File: src/rtl/instr_fetch.sv
// Sequential instruction fetcher: streams big-endian 32-bit words from a preloaded
// byte memory to a CPU over a valid/ready handshake. Define FETCH_REDIRECT_EN for PC redirect.
module instr_fetch #(
  parameter int INSTR_MAX = 128
) (
  input  logic        clk,
  input  logic        rst,
  input  logic        start,
  input  logic        instr_ready,
`ifdef FETCH_REDIRECT_EN
  input  logic        redirect_valid,
  input  logic [31:0] redirect_addr,
`endif
  output logic [31:0] instr,
  output logic [31:0] instr_addr,
  output logic        instr_valid,
  output logic        done
);

  // Handshake: instr/instr_addr are offered while instr_valid=1 and are consumed on
  // any rising edge where instr_ready=1; while not consumed they hold unchanged.

  localparam logic [1:0] IDLE = 2'd0;
  localparam logic [1:0] RUN  = 2'd1;
  localparam logic [1:0] DONE = 2'd2;

  localparam int          AW       = $clog2(INSTR_MAX);
  localparam logic [31:0] LAST_ADDR = 32'(INSTR_MAX - 4);

  // Written only by the bench through hierarchy.
  logic [7:0]  InstrMem [0:INSTR_MAX-1];

  logic [1:0]  state;
  logic [31:0] pc;
  logic [31:0] fetchWord;
  logic        slotFree;
  logic        pcInRange;

  // pc is word aligned, so the byte lanes are formed by replacing the low two bits.
  always_comb begin
    fetchWord = {InstrMem[{pc[AW-1:2], 2'b00}], InstrMem[{pc[AW-1:2], 2'b01}],
                 InstrMem[{pc[AW-1:2], 2'b10}], InstrMem[{pc[AW-1:2], 2'b11}]};
    slotFree  = !instr_valid || instr_ready;
    pcInRange = (pc <= LAST_ADDR);
  end

  always_ff @(posedge clk) begin
    if (rst) begin
      state       <= IDLE;
      pc          <= '0;
      instr       <= '0;
      instr_addr  <= '0;
      instr_valid <= 1'b0;
      done        <= 1'b0;
    end else begin
      case (state)
        IDLE: begin
          if (start) state <= RUN;
        end
        RUN: begin
`ifdef FETCH_REDIRECT_EN
          if (redirect_valid) begin
            instr_valid <= 1'b0;
            pc          <= {redirect_addr[31:2], 2'b00};
          end else
`endif
          if (slotFree && pcInRange) begin
            instr       <= fetchWord;
            instr_addr  <= pc;
            instr_valid <= 1'b1;
            pc          <= pc + 32'd4;
          end else if (slotFree) begin
            // Last word consumed (or nothing pending after an out-of-range redirect).
            instr_valid <= 1'b0;
            done        <= 1'b1;
            state       <= DONE;
          end
        end
        DONE: begin
          state <= DONE;
        end
        default: state <= IDLE;
      endcase
    end
  end

endmodule

File: config.mk
export PLATFORM = sky130hd
export DESIGN_NAME = instr_fetch
export DESIGN_NICKNAME = d
export VERILOG_FILES = /design/src/rtl/instr_fetch.sv
export SDC_FILE = /design/constraint.sdc
export NUM_CORES = 1
export LEC_CHECK = 0
export CAP_MARGIN = 20
export CORE_ASPECT_RATIO = 1.75
export CORE_UTILIZATION = 40
export CTS_BUF_LIST = sky130_fd_sc_hd__clkbuf_8
export CTS_CLUSTER_SIZE = 10
export DETAILED_ROUTE_END_ITERATION = 16
export MAX_ROUTING_LAYER = met4
export PLACE_DENSITY_LB_ADDON = 0.2
export SKIP_LAST_GASP = 1
export SLEW_MARGIN = 40
export SYNTH_ARGS = -nofsm -noshare
export SYNTH_HDL_FRONTEND = slang
export SYNTH_SLANG_ARGS = --single-unit
File: constraint.sdc
create_clock -name clk -period 2.28 [get_ports clk]
set_input_delay 0.456 -clock clk [delete_from_list [all_inputs] [get_ports clk]]
set_output_delay 0.456 -clock clk [all_outputs]
set_load 0.005 [all_outputs]
### Yosys cells after proc, flatten, opt, wreduce, memory -nomap -nowiden

Cells that the tools add are included.

* word-level logic and storage cells: 29
* output and inout port bits: 66
* input port bits: 4
* register bits after elaboration: 100

* reductions and logical operators: 9
* $add $sub $neg: 1
* order comparisons: 1
* bitwise operators: 1
* equal/unequal tests: 5
* mux-type cells: 6

Operators by type and width (number)
* 32-bit by 3-bit adder with 32-bit output, second input constant: 1
* 32-bit by 7-bit less-or-equal comparator with 1-bit output, second input constant: 1
* 2-bit 2-to-1 mux: 3
* 2-bit inequality test, second input constant: 3
* 2-bit case mux with 3 select lines: 1
* 3-bit AND reduction: 2
* 2-bit AND reduction: 2
* 2-bit by 1-bit == test with 1-bit output, second input constant: 1
* 2-bit == test, second input constant: 1
* 2-bit zero test: 1
* 1-bit 2-to-1 mux: 2
* 2-bit nonzero test: 1
* 1-bit logical AND: 1
* 1-bit zero test: 1
* 1-bit logical OR: 1
* 1-bit inverter: 1

### Depth between registers and ports, before layout

Gate-level depths: netlist (run 1).

* word-level depth: 5
* depth in mapped cells: 7
* gate-level depth less buffers: 6

### Worst setup path before layout (run 1)

Ideal clock, no wire load.

* path type: reg2reg
* start: register pc[10]
* end: register pc[6]
* path buffers: 1
* data required time: 2159 ps
* period minus slack after synthesis: 1715 ps
* cell stages (with the launch flop): 7
* data arrival time: 1594 ps
* setup time: 121 ps
* path slack: 565 ps
* cell sequence: dfxtp_1 > nor4_2 > nand2_1 > nor4_4 > buf_6 > nand4_4 > mux2_4

* cells in the longest elaborated chain, start to end: 3

Ends and longest elaborated chain
* start, declared: RTL line 34 `logic [31:0] pc;`
* start signal, assigned: RTL line 71 `pc <= pc + 32'd4;`
* 32-bit by 7-bit less-or-equal comparator with 1-bit output: RTL line 44 `pcInRange = (pc <= LAST_ADDR);`
* 1-bit logical AND: RTL line 67 `if (slotFree && pcInRange) begin`
* 2-bit AND reduction (no line)

No other way between the ends.
A chain may end at the register's enable or synchronous reset.

### Worst setup path in the final report (run 1)

* start: register pc[15]
* end: register pc[5]

The elaborated chain is that of the path after synthesis.

==> results of run 1 <==
-- cell families (layout without fill, tap and decap cells) --
logic type	after synthesis	count (layout)	share of synthesized area [%]
DFF	64	64	54.44
other	1	34	0.1593
buffers and inverters	47	60	13.24
AOI/OAI and AO/OA	10	10	2.765
muxes	9	9	4.093
xor gates and xnor gates	1	1	0.3722
adders and majority gates	3	3	1.595
and+or+nand+nor	88	88	23.34
-- worst max-delay path: cells and delay by family (launching register included) --
kind | cells | cell delay, ns
buf+inv | 1 | 0.19
flops | 1 | 0.31
mux | 1 | 0.29
simple gates | 4 | 0.99
-- per-stage QoR --
stage | hold slack, ns | power, µW | cell area [µm²] | setup WS (ns) | cells
floorplan | 0.4385 | 1389 | 2477 | 0.5648 | 256
CTS | 0.4493 | 2614 | 2934 | 0.3470 | 345
global route | 0.4754 | 2693 | 2934 | 0.2764 | 345
global placement | 0.4329 | 1413 | 2681 | 0.1099 | 329
finish | 0.4442 | 2566 | 2934 | 0.3939 | 345
detailed placement | 0.4389 | 1413 | 2681 | 0.09512 | 329
-- layout by cell type (no fill, tap or decap), types with 2 or more instances in the layout --
master,Yosys,routed
a21oi_1,4,4
and2_1,26,26
buf_12,0,2
bufinv_16,0,3
clkbuf_8,0,10
clkdlybuf4s50_1,0,35
conb_1,1,34
dfxtp_1,64,64
ha_1,3,3
inv_1,6,6
mux2i_1,7,7
nand2_1,4,4
nand2b_1,4,4
nand3_1,4,4
nor2_1,13,13
nor2b_1,26,26
nor3_1,2,2
nor4_1,2,2
nor4_2,3,3
o22ai_1,2,2
-- cell type report --
cell class | count | area (µm²)
Clock buffer | 10 | 137.6
Clock inverter | 6 | 115.1
Fill cell | 520 | 2696
Inverter | 6 | 22.52
Multi-Input combinational cell | 145 | 884.6
Sequential cell | 64 | 1281
Tap cell | 76 | 95.09
Timing Repair Buffer | 38 | 397.9
-- path summary, 6_finish.rpt --
check / endpoint / cells after the start / from / slack [ns]
setup / recovery: pc[5] / 6 / pc[15] / 0.39
hold / removal: done / 2 / done / 0.44
setup reg to reg: pc[5] / 6 / pc[15] / 0.39
hold reg to reg: done / 2 / done / 0.44
-- state kept, by name, summed over array words and instances, names as in the netlist --
register / count
done: 1
instr_addr: 30
state: 2
instr_valid: 1
pc: 30
-- power breakdown --
part	internal [µW]	switching, µW
sequential	1140	19.3
clock	761	421
combinational	100	124
-- per-layer routing --
metal / GRT usage (%) / vias up / wire (µm) / share of wire (%)
met4: 10.20 / 0 / 55 / 1.6
met1: 14.52 / 623 / 1609 / 47
li1: - / 728 / - / -
met2: 18.29 / 52 / 1594 / 46
met3: 3.980 / 4 / 170 / 5.0
met5: - / - / 0 / 0
==> flow_summary_export.csv, run 1 <==
group,metric,value,unit
clocking,root_buffer,"clkbuf_8",
timing,tns,0,ns
detailed_routing,via_count,1407,
power_and_ir_drop,vdd_drop_max,628.2,µV
clocking,cts-htree-levels,3,
critical_path,crit_chain,"nor4_1, nand2_1, nor4_4, buf_12, nand4_1, mux2_2",
timing,max_freq,530.2,MHz
detailed_routing,ant_nets,0,
timing,setup_viol,0,
grt,grt_max_degree,45,
yosys,synth_area_per_cell,10.55,µm²
floorplanning,die_h,103.5,µm
clocking,postCtsHoldBufs,0,
clocking,cts_buffers,9,
clocking,cts_buffer_depth,2,
clocking,cts.sinks,64,
power_and_ir_drop,leakagePower,0.001228,µW
power_and_ir_drop,powerDensity,874.7,nW/µm²
timing,maxSlewViolCount,0,
yosys,netlist_area,2354,µm²
grt,grt_pass1_wl,5.561,mm
layout,diodes,0,
critical_path,cp-start-kind,"flip-flop",
yosys,synth_top_area_share,54.44,%
layout,final_core_util,52.11,%
clocking,cts.clk_slew.worst_paths,0.07,ns
yosys,ys_async_sr_fraction,0,%
timing,period_minus_slack,1.886,ns
clocking,cts_setup_buffers,0,
yosys,synth_seq_area_share,54.44,%
detailed_routing,wl_per_cell,9.939,µm
place,gp_congestion,0.6957,
grt,antenna_found_initial,0,
clocking,clkLatencyLatePin,0.33,ns
critical_path,end_kind,"flip-flop",
place,io_buffers,35,
yosys,ys.flop_type,"dfxtp_1",
grt,grt_use_total,12.82,%
yosys,ys_top_cells_by_area,"dfxtp_1 (54%), buf_4 (11%), and2_1 (6.9%)",
floorplanning,row_count,36,
floorplanning,start_util,41.80,%
critical_path,critPathMaxFanout,12,
clocking,cts_tree,"built",
grt,grt_pass1_vias,1300,
floorplanning,die_w,59.99,µm
timing,finalCritPeriodShare,82.72,%
yosys,synth_edf_count,0,
flow_run,cap_violations,0,
detailed_routing,drt-pass1-iter-count,4,
run_status,outcome,"finished clean",
detailed_routing,drcViolationCount,0,
timing,hold_violations,0,
place,dpl.hpwl,2.273,mm
yosys,ys_seq_elements,64,
yosys,yosys.area.top_type,"dfxtp_1",
yosys,synth_common_cells,"dfxtp_1 (64), buf_4 (34), and2_1 (26), nor2b_1 (26), nor2_1 (13)",
clocking,post_cts_resized,0,
yosys,syn_inst,223,
timing,fin_skew,0.008369,ns
layout,drive_above_1_share,10.04,%
floorplanning,coreArea,5630,µm²
yosys,yosysWarnings,0,
detailed_routing,vias_per_cell,4.078,
floorplanning,io_pins,70,
yosys,synth_cell_types,30,
hold_path,min_path_type,"flip-flop to flip-flop",
floorplanning,dieArea,6207,µm²
critical_path,required,2.50,ns
critical_path,critPathMaxStageDelay,0.35,ns
critical_path,criticalPathCategory,"flip-flop to flip-flop",
layout,fin_nets,271,
yosys,yosysMostFrequentCell,"dfxtp_1",
detailed_routing,wirelength,3.429,mm
detailed_routing,drt_iter0_drc,37,
layout,syn_to_final_growth,24.67,%
timing,rsz0062_at_grt,"no",
critical_path,slowest_stage,"nor4_4",
critical_path,arrival,2.10,ns
grt,grt_overflow_total,0,
Power figures use the tool's default switching activity.
==> run 2, diff against run 1 <==
Clock period 2.28 ns to 1.94 ns, I/O delays scaled along.
==> flow_summary_export.csv, run 2 (same netlist as run 1, synthesis figures left out) <==
group,metric,value,unit
run_status,outcome,"finished clean",
layout,layout.cells.non_filler,352,
power_and_ir_drop,vdd_drop_max,780.3,µV
grt,grt_use_total,13.97,%
detailed_routing,drt_iter0_drc,56,
clocking,cts_buffers,9,
layout,fillers,501,
place,io_buffers,35,
layout,final_common_cell,"dfxtp_1",
timing,setup_viol,0,
timing,max_freq,556.7,MHz
critical_path,crit_chain,"nor4_1, nand2_1, nor4_4, buf_4, nor2_1, buf_12, and2_1",
critical_path,rr_startpoint,"pc[15]",
detailed_routing,drt-pass1-iter-count,5,
timing,rsz0062_at_grt,"no",
hold_path,holdPathStages,2,
timing,fin_skew,0.01268,ns
power_and_ir_drop,leakagePower,0.001259,µW
grt,grt_pass1_wl,6.016,mm
critical_path,path_buf_inv,2,
critical_path,r2r_setup_slack,0.14,ns
critical_path,slowest_stage,"dfxtp_1",
place,gp_congestion,0.7355,
clocking,cts-htree-levels,3,
detailed_routing,vias_per_cell,4.136,
detailed_routing,ant_nets,0,
timing,period_minus_slack,1.796,ns
clocking,postCtsHoldBufs,0,
critical_path,rr_endpoint,"instr_addr[17]",
floorplanning,io_pins,70,
clocking,cts.clk_slew.worst_paths,0.07,ns
clocking,clkLatencyLatePin,0.33,ns
layout,final_core_util,52.60,%
timing,hold_violations,0,
layout,register_area,1281,µm²
floorplanning,coreArea,5630,µm²
timing,final.setup.worst_slack,0.1436,ns
clocking,cts_setup_buffers,0,
grt,grt_overflow_total,0,
layout,fin_nets,279,
timing,hold_ws,0.4399,ns
place,place_ws,0.006482,ns
critical_path,criticalPathCategory,"flip-flop to flip-flop",
layout,diodes,0,
critical_path,arrival,2.01,ns
timing,maxSlewViolCount,0,
power_and_ir_drop,powerDensity,984.7,nW/µm²
grt,grt_pass1_vias,1366,
detailed_routing,via_count,1456,
floorplanning,die_h,103.5,µm
floorplanning,dieArea,6207,µm²
floorplanning,start_util,41.80,%
grt,grt_max_degree,26,
hold_path,min_to,"done",
layout,syn_to_final_growth,25.84,%
clocking,post_cts_resized,0,
grt,antenna_found_initial,0,
detailed_routing,drcViolationCount,0,
clocking,cts.sinks,64,
place,place_inst,337,
critical_path,cp-start-kind,"flip-flop",
critical_path,critPathMaxFanout,25,
detailed_routing,wirelength,3.640,mm
critical_path,crit_family,"simple AND/OR/NAND/NOR gates",
clocking,cts_buffer_depth,2,
layout,multiInputGateArea,884.6,µm²
detailed_routing,wl_per_cell,10.34,µm
critical_path,setup.worst_path.start,"pc[15]",
hold_path,hold_start,"done",
floorplanning,row_count,36,
layout,largest_registers,"instr_addr x30, pc x30, state x2",
critical_path,critPathMaxStageDelay,0.31,ns
flow_run,cap_violations,0,
critical_path,end_kind,"flip-flop",
clocking,cts_tree,"built",
critical_path,required,2.15,ns
timing,finalCritPeriodShare,92.60,%
hold_path,min_path_type,"flip-flop to flip-flop",
clocking,root_buffer,"clkbuf_8",
floorplanning,die_w,59.99,µm
layout,final_cell_mix,"dfxtp_1 (64), clkdlybuf4s50_1 (35), conb_1 (34)",
critical_path,reg2regPathDepth,7,
place,dpl.hpwl,2.487,mm
layout,drive_above_1_share,11.96,%
timing,tns,0,ns
==> run 2: changes by cell type in the layout (fill, tap and decap cells not counted), sizes merged <==
cell	delta
clkinvlp	-1
buf	+8
clkbuf	+1
bufinv	-1
==> run 2: worst max path at each step <==
stage / to / slack [ns] / depth (start not counted)
after floorplan: pc[6] / 0.22 / 6
after global placement: instr_addr[28] / 0.003 / 8
after detailed placement: pc[5] / 0.006 / 7
after CTS: instr_addr[17] / 0.08 / 7
after global routing: pc[5] / 0.03 / 6
final: instr_addr[17] / 0.14 / 7
==> run 2: final cells by class <==
cell class	count	area share (%)
clock buffers	11	5.112
clock inverters	4	2.324
inverters	6	0.7605
multi-input cells	145	29.87
flip-flops and latches	64	43.26
well taps	76	3.211
repair buffers	46	15.46
==> run 2: metrics by stage <==
stage	power [µW]	instance area, µm²
after global routing	3046	2962
final	2916	2962
after floorplan	1632	2477
after global placement	1695	2741
after detailed placement	1699	2741
after CTS	2957	2962
==> run 2: report_power, final <==
group | leakage (µW) | internal [µW] | switching [µW]
combinational | 0.000627 | 147 | 157
clock | 0.000117 | 780 | 468
sequential | 0.000516 | 1340 | 23.3
==> run 2: worst register-to-register path: cells and delay by family, from the launching register on <==
| kind | cells | cell delay [ns] |
|---|---|---|
| AND/OR/NAND/NOR | 5 | 1.01 |
| buffers and inverters | 2 | 0.37 |
| flip-flops | 1 | 0.31 |
==> run 2: per-layer routing <==
layer	vias to the layer above	wire length [µm]	global-route usage, %
li1	747	-	-
met1	649	1733	16.08
met2	53	1661	20.00
met3	7	167	5.224
met4	0	78	9.123
met5	-	0	-
